===== src/rtl/pad_in_filter.sv =====
// pad_in_filter: multi-channel pad conditioner for board inputs.
// Each channel has a reset-time pull level, a synchroniser, optional
// inversion, a tick-driven debounce filter and registered rise/fall pulses.
module pad_in_filter #(
  parameter int unsigned    NCH         = 4,
  parameter int unsigned    CNT_W       = 16,
  parameter int unsigned    SYNC_STAGES = 2,
  parameter logic [NCH-1:0] PULL_VAL    = {NCH{1'b1}},
  parameter logic [NCH-1:0] INV_MASK    = {NCH{1'b0}}
) (
  input  logic             clk_i,
  input  logic             rstn_i,
  input  logic [NCH-1:0]   pad_i,
  input  logic             tick_i,
  input  logic [CNT_W-1:0] threshold_i,
  input  logic [NCH-1:0]   chan_en_i,
  output logic [NCH-1:0]   level_o,
  output logic [NCH-1:0]   rise_o,
  output logic [NCH-1:0]   fall_o
);

  typedef enum logic {
    ST_STABLE   = 1'b0,
    ST_COUNTING = 1'b1
  } state_t;

  logic [NCH-1:0]   sync_r [SYNC_STAGES];
  logic [NCH-1:0]   raw_s;
  logic [NCH-1:0]   differ_s;
  logic [CNT_W:0]   thr_ext_s;
  logic [CNT_W-1:0] base_s [NCH];
  logic [CNT_W:0]   cnt_inc_s [NCH];

  state_t           state_r [NCH];
  state_t           state_s [NCH];
  logic [CNT_W-1:0] cnt_r [NCH];
  logic [CNT_W-1:0] cnt_s [NCH];
  logic [NCH-1:0]   level_r, level_s;
  logic [NCH-1:0]   rise_r, rise_s;
  logic [NCH-1:0]   fall_r, fall_s;

  // Logical level seen by the filter: synchroniser output with per-channel polarity fix.
  assign raw_s     = sync_r[SYNC_STAGES-1] ^ INV_MASK;
  assign differ_s  = raw_s ^ level_r;
  assign thr_ext_s = {1'b0, threshold_i};

  // Synchroniser chain; reset loads the pull level so nothing toggles out of reset.
  always_ff @(posedge clk_i) begin
    if (!rstn_i) begin
      for (int s = 0; s < SYNC_STAGES; s++) begin
        sync_r[s] <= PULL_VAL;
      end
    end else begin
      sync_r[0] <= pad_i;
      for (int s = 1; s < SYNC_STAGES; s++) begin
        sync_r[s] <= sync_r[s-1];
      end
    end
  end

  // Per-channel debounce next-state: counts ticks while raw differs, commits on threshold.
  always_comb begin
    for (int c = 0; c < NCH; c++) begin
      state_s[c] = state_r[c];
      cnt_s[c]   = cnt_r[c];
      level_s[c] = level_r[c];
      rise_s[c]  = 1'b0;
      fall_s[c]  = 1'b0;

      // A channel leaving STABLE starts from zero, so the first tick may land this cycle.
      case (state_r[c])
        ST_STABLE:   base_s[c] = {CNT_W{1'b0}};
        ST_COUNTING: base_s[c] = cnt_r[c];
        default:     base_s[c] = {CNT_W{1'b0}};
      endcase
      // One extra bit so counter + 1 never wraps against an all-ones threshold.
      cnt_inc_s[c] = {1'b0, base_s[c]} + {{CNT_W{1'b0}}, 1'b1};

      if (!chan_en_i[c]) begin
        state_s[c] = ST_STABLE;
        cnt_s[c]   = {CNT_W{1'b0}};
      end else if (!differ_s[c]) begin
        state_s[c] = ST_STABLE;
        cnt_s[c]   = {CNT_W{1'b0}};
      end else if ((threshold_i == {CNT_W{1'b0}}) ||
                   (tick_i && (cnt_inc_s[c] >= thr_ext_s))) begin
        state_s[c] = ST_STABLE;
        cnt_s[c]   = {CNT_W{1'b0}};
        level_s[c] = raw_s[c];
        rise_s[c]  = raw_s[c];
        fall_s[c]  = ~raw_s[c];
      end else if (tick_i) begin
        state_s[c] = ST_COUNTING;
        cnt_s[c]   = cnt_inc_s[c][CNT_W-1:0];
      end else begin
        state_s[c] = ST_COUNTING;
        cnt_s[c]   = base_s[c];
      end
    end
  end

  // Filter state and registered outputs.
  always_ff @(posedge clk_i) begin
    if (!rstn_i) begin
      for (int c = 0; c < NCH; c++) begin
        state_r[c] <= ST_STABLE;
        cnt_r[c]   <= {CNT_W{1'b0}};
      end
      level_r <= PULL_VAL ^ INV_MASK;
      rise_r  <= {NCH{1'b0}};
      fall_r  <= {NCH{1'b0}};
    end else begin
      for (int c = 0; c < NCH; c++) begin
        state_r[c] <= state_s[c];
        cnt_r[c]   <= cnt_s[c];
      end
      level_r <= level_s;
      rise_r  <= rise_s;
      fall_r  <= fall_s;
    end
  end

  assign level_o = level_r;
  assign rise_o  = rise_r;
  assign fall_o  = fall_r;

endmodule


===== config.mk =====
export PLATFORM = sky130hd
export DESIGN_NAME = pad_in_filter
export DESIGN_NICKNAME = d
export VERILOG_FILES = /design/src/rtl/pad_in_filter.sv
export SDC_FILE = /design/constraint.sdc
export NUM_CORES = 1
export LEC_CHECK = 0
export CORE_UTILIZATION = 35
export DETAILED_ROUTE_END_ITERATION = 10
export PLACE_DENSITY = 0.62
export SLEW_MARGIN = 20
export SYNTH_ARGS = -nofsm -noshare
export SYNTH_HDL_FRONTEND = slang
export SYNTH_SLANG_ARGS = --single-unit

===== constraint.sdc =====
create_clock -name clk_i -period 4.3 [get_ports clk_i]
set_clock_uncertainty 0.05 [all_clocks]
set_input_delay 0.86 -clock clk_i [delete_from_list [all_inputs] [get_ports clk_i]]
set_output_delay 0.86 -clock clk_i [all_outputs]
set_load 0.05 [all_outputs]

## After elaboration in Yosys (flattened, before gate mapping)

Memory sizes are Yosys's and may differ from the RTL's.
Cells that the tools add are included.
Widths: inputs -> output; s select.

- Multiplexer cells: 44
- Order comparisons: 4
- $add $sub $neg: 4
- Reductions and logical operators: 17
- Bitwise gates (word level): 19

Operators by type and width:

| cell | number |
|---|---|
| $mux 16 | 20 |
| $pmux 16 s2 | 4 |
| $add 16x1->17 const B | 4 |
| $ge 17x16->1 | 4 |
| $mux 1 | 18 |
| $logic_not 16->1 | 1 |
| $reduce_and 4->1 | 4 |
| $reduce_and 3->1 | 4 |
| $or 1x1->1 | 10 |
| $mux 4 | 2 |
| $not 1->1 | 8 |
| $logic_and 1x1->1 | 4 |
| $logic_or 1x1->1 | 4 |
| $xor 4x4->4 | 1 |

- Output and inout port bits: 12
- Memories: 3
- Memory bits (writable): 76
- Input port bits: 27
- Logic and storage cells: 103
- Bits in registers: 12

Memory list:

| name | depth | bits a word | read ports | clocked after Yosys merged registers in | write ports | RTL line | source |
|---|---|---|---|---|---|---|---|
| cnt_r | 4 | 16 | 4 | 0 | 4 | 36 | `logic [CNT_W-1:0] cnt_r [NCH];` |
| sync_r | 2 | 4 | 2 | 0 | 2 | 27 | `logic [NCH-1:0] sync_r [SYNC_STAGES];` |
| state_r | 4 | 1 | 4 | 0 | 4 | 34 | `state_t state_r [NCH];` |

## Logic depth before layout (Yosys ltp)

An unclocked memory read counts as a cell.

- Depth after elaboration: 11
- Mapped depth: 17
- Depth with buffers taken out: 14

## Least setup slack after synthesis

OpenSTA, ideal clock, no wires.

- Path type: flip-flop to flip-flop
- From: memory state_r[3] (netlist bit)
- To: register fall_r[3] (netlist: fall_o[3])
- Path buffers: 3
- Data arrival time: 3,529 ps
- Setup time: 116 ps
- Slack: 605 ps
- Required time: 4,134 ps
- Cell stages (with the launch flop): 16
- Period minus slack after synthesis: 3,695 ps
- Cell sequence: dfxtp_1 -> clkbuf_1 -> clkbuf_1 -> and2_1 -> ha_1 -> nand3_1 -> nor4_4 -> nand3_1 -> xnor2_1 -> and2_1 -> ha_1 -> and3_1 -> a2111oi_2 -> buf_6 -> a21oi_2 -> o211a_1

RTL lines:

| what | RTL line | source |
|---|---|---|
| start, declared | 34 |  |
| end signal, assigned | 111 | `fall_r <= {NCH{1'b0}};` |
| end signal, assigned | 119 | `fall_r <= fall_s;` |
| end, declared | 40 | `logic [NCH-1:0] fall_r, fall_s;` |

==> out/qor.yml <==
yosys-top-cells-count: "dfxtp_1, nand2_1, ha_1, nor3_1, xnor2_1"
yosysSeqAreaShare_pct: 26.7
ant_nets: 0
grt_pass1_wl_um: 27900
routedWlPerCell_um: 16.1
synth_top_flop_cell: "dfxtp_1"
clockBufferDepth: 2
track_usage_pct: 18.1
max_clock_freq_mhz: 260
regArea_um2: 1760
setup_viol: 0
synth_cells: 804
dp_hpwl_um: 12400
placedInstanceArea_um2: 7190
min_path_type: "reg -> reg"
synth_top_area_share_pct: 26.7
antenna_found_initial: 0
rsz0062_at_grt: "false"
die-area_um2: 19400
globalplace.congestion: 0.836
cts_resized: 0
yosysTopAreaCell: "dfxtp_1"
leakagePower_nw: 2.88
worst_setup_path_end_kind: "flip-flop"
start_util_pct: 36.2
syn2layout_area_growth_pct: 13.2
violations: "design-rule violations"
final_cells: 1063
syn-num-nets: 899
drt-initial-drc-count: 353
via_per_inst: 5.40
synth-async-reset-ratio_pct: 0
critPathMaxFanout: 13
critPathKind: "reg -> reg"
core_um2: 18200
pwr_density_cell_nw_per_um2: 232
syn_area_um2: 6590
hold_violations: 0
synth_seq_cells: 88
dp.cells: 1048
ir_worst_vdd_v: 0.000187
cap_viol_max_count: 0
synth-edff-count: 0
n_antenna_cell: 0
grt_overflow: 0
cts_inserted_buffers: 9
required_ns: 4.46
port_buffers: 38
die_x_um: 139
layout-drive-gt1-share_pct: 6.59
relSlewSlack_pct: 46.0
drc: 1
yosys_warnings: 0
tns_ns: 0
fillers: 1833
via_count: 5744
worst_pin_slew_ns: 0.807
multi_input_area_um2: 4560
cts.clk_slew.worst_paths_ns: 0.07
postCtsHoldBufs: 0
cts_setup_buffers: 0
cts_tree: "done"
drt-total-wl_um: 17100
cp-start-kind: "flip-flop"
row_count: 49
synth_area_leaders: "dfxtp_1, ha_1, xnor2_1, xor2_1, nand2_1"
timing.hold.ws_ns: 0.362
nets: 925
clockRootBuffer: "clkbuf_16"
die_h_um: 139
pin_count: 39
fin_area_um2: 7460
crit_arrival_ns: 4.01
synth.most_common_cell: "dfxtp_1"
drt_pass1_iterations: 7
grt_start_max_net_pins: 40
ys_types: 59
syn_area_per_cell_um2: 8.20
cts.sinks: 88
finalCriticalPeriod_ns: 3.85
htree_levels: 3
outcome: "complete, but fails checks"
drv_slew: 0
finalCritPeriodShare_pct: 89.5
grt_pass1_vias: 5523
insertion_delay_ns: 0.35
## area by class of cell
cell class	instances	area share, %
clock buffer	11	3.25
clock inverter	4	0.402
inverter	26	1.31
multi-input combinational	653	61.1
sequential	88	23.6
tap	229	3.84
timing repair buffer	52	6.44
## critical path: stages, from the launching register on
cell	delay [ns]
dfxtp_1	0.55
and2_1	0.24
ha_1	0.25
and4_1	0.30
nand4_1	0.13
xor2_1	0.17
nor2_1	0.07
ha_1	0.35
nand2_1	0.06
o21ai_0	0.32
a2111oi_0	0.16
or3_1	0.43
a21oi_4	0.34
buf_4	0.22
nor3_1	0.06
## layer usage
metal	global-route usage, %	share of wire (%)	vias to the layer above
met3	3.92	4.7	11
met1	23.7	47	2696
li1	-	-	2919
met4	3.98	0.91	0
met2	30.5	47	118
met5	0	0	-
## per-stage QoR
stage | setup WS, ns | utilization, % | power, W
after floorplan | 0.605 | - | 0.000928
after global placement | 0.547 | 39.5 | 0.000998
after detailed placement | 0.487 | 39.5 | 0.000998
after CTS | 0.481 | 41.0 | 0.00176
after global routing | 0.103 | 41.0 | 0.00181
final | 0.451 | 41.0 | 0.00173
## flip-flops by register name, summed over array words and instances, names as in the netlist
register / flops
cnt_r: 64
fall_o: 4
level_o: 4
rise_o: 4
state_r: 4
sync_r: 8
## power by group
group / internal [W] / total (W) / switching, W
registers: 0.000822 / 0.000829 / 0.00000718
logic: 0.0000580 / 0.000152 / 0.0000938
clock network: 0.000407 / 0.000753 / 0.000346
## cells in the final DEF, fill, tap and decap left out, types with 5 or more instances in the layout
master / count
xor2_1: 46
nand2_1: 85
a21oi_1: 25
dfxtp_1: 88
and2_1: 28
buf_4: 14
nand2b_1: 11
o21ai_0: 17
a211oi_1: 7
nand4_1: 28
mux2i_1: 6
xnor2_1: 53
clkbuf_16: 9
nor2_1: 49
ha_1: 68
nor3_1: 53
nor4_1: 20
nor2b_1: 13
inv_1: 26
clkdlybuf4s50_1: 37
and3_1: 21
a21o_1: 5
o211ai_1: 5
nand3_1: 44
and4_1: 10
## logic make-up after synthesis
family | synth area share, %
XOR/XNOR | 13.2
buffers and inverters | 4.23
multiplexers | 1.08
adder cells (fa/ha/maj) | 12.9
AO/OA/AOI/OAI | 10.5
flip-flops | 26.7
AND/OR/NAND/NOR | 31.4
## final timing paths
kind | startpoint | end | slack [ns] | depth (start not counted)
hold / removal | sync_r[0][1] | sync_r[0][5] | 0.36 | 1
setup / recovery | state_r[1] | cnt_r[1][10] | 0.45 | 14
hold reg to reg | sync_r[0][1] | sync_r[0][5] | 0.36 | 1
setup reg to reg | state_r[1] | cnt_r[1][10] | 0.45 | 14
Note: power is estimated with default switching activity, not from simulation.
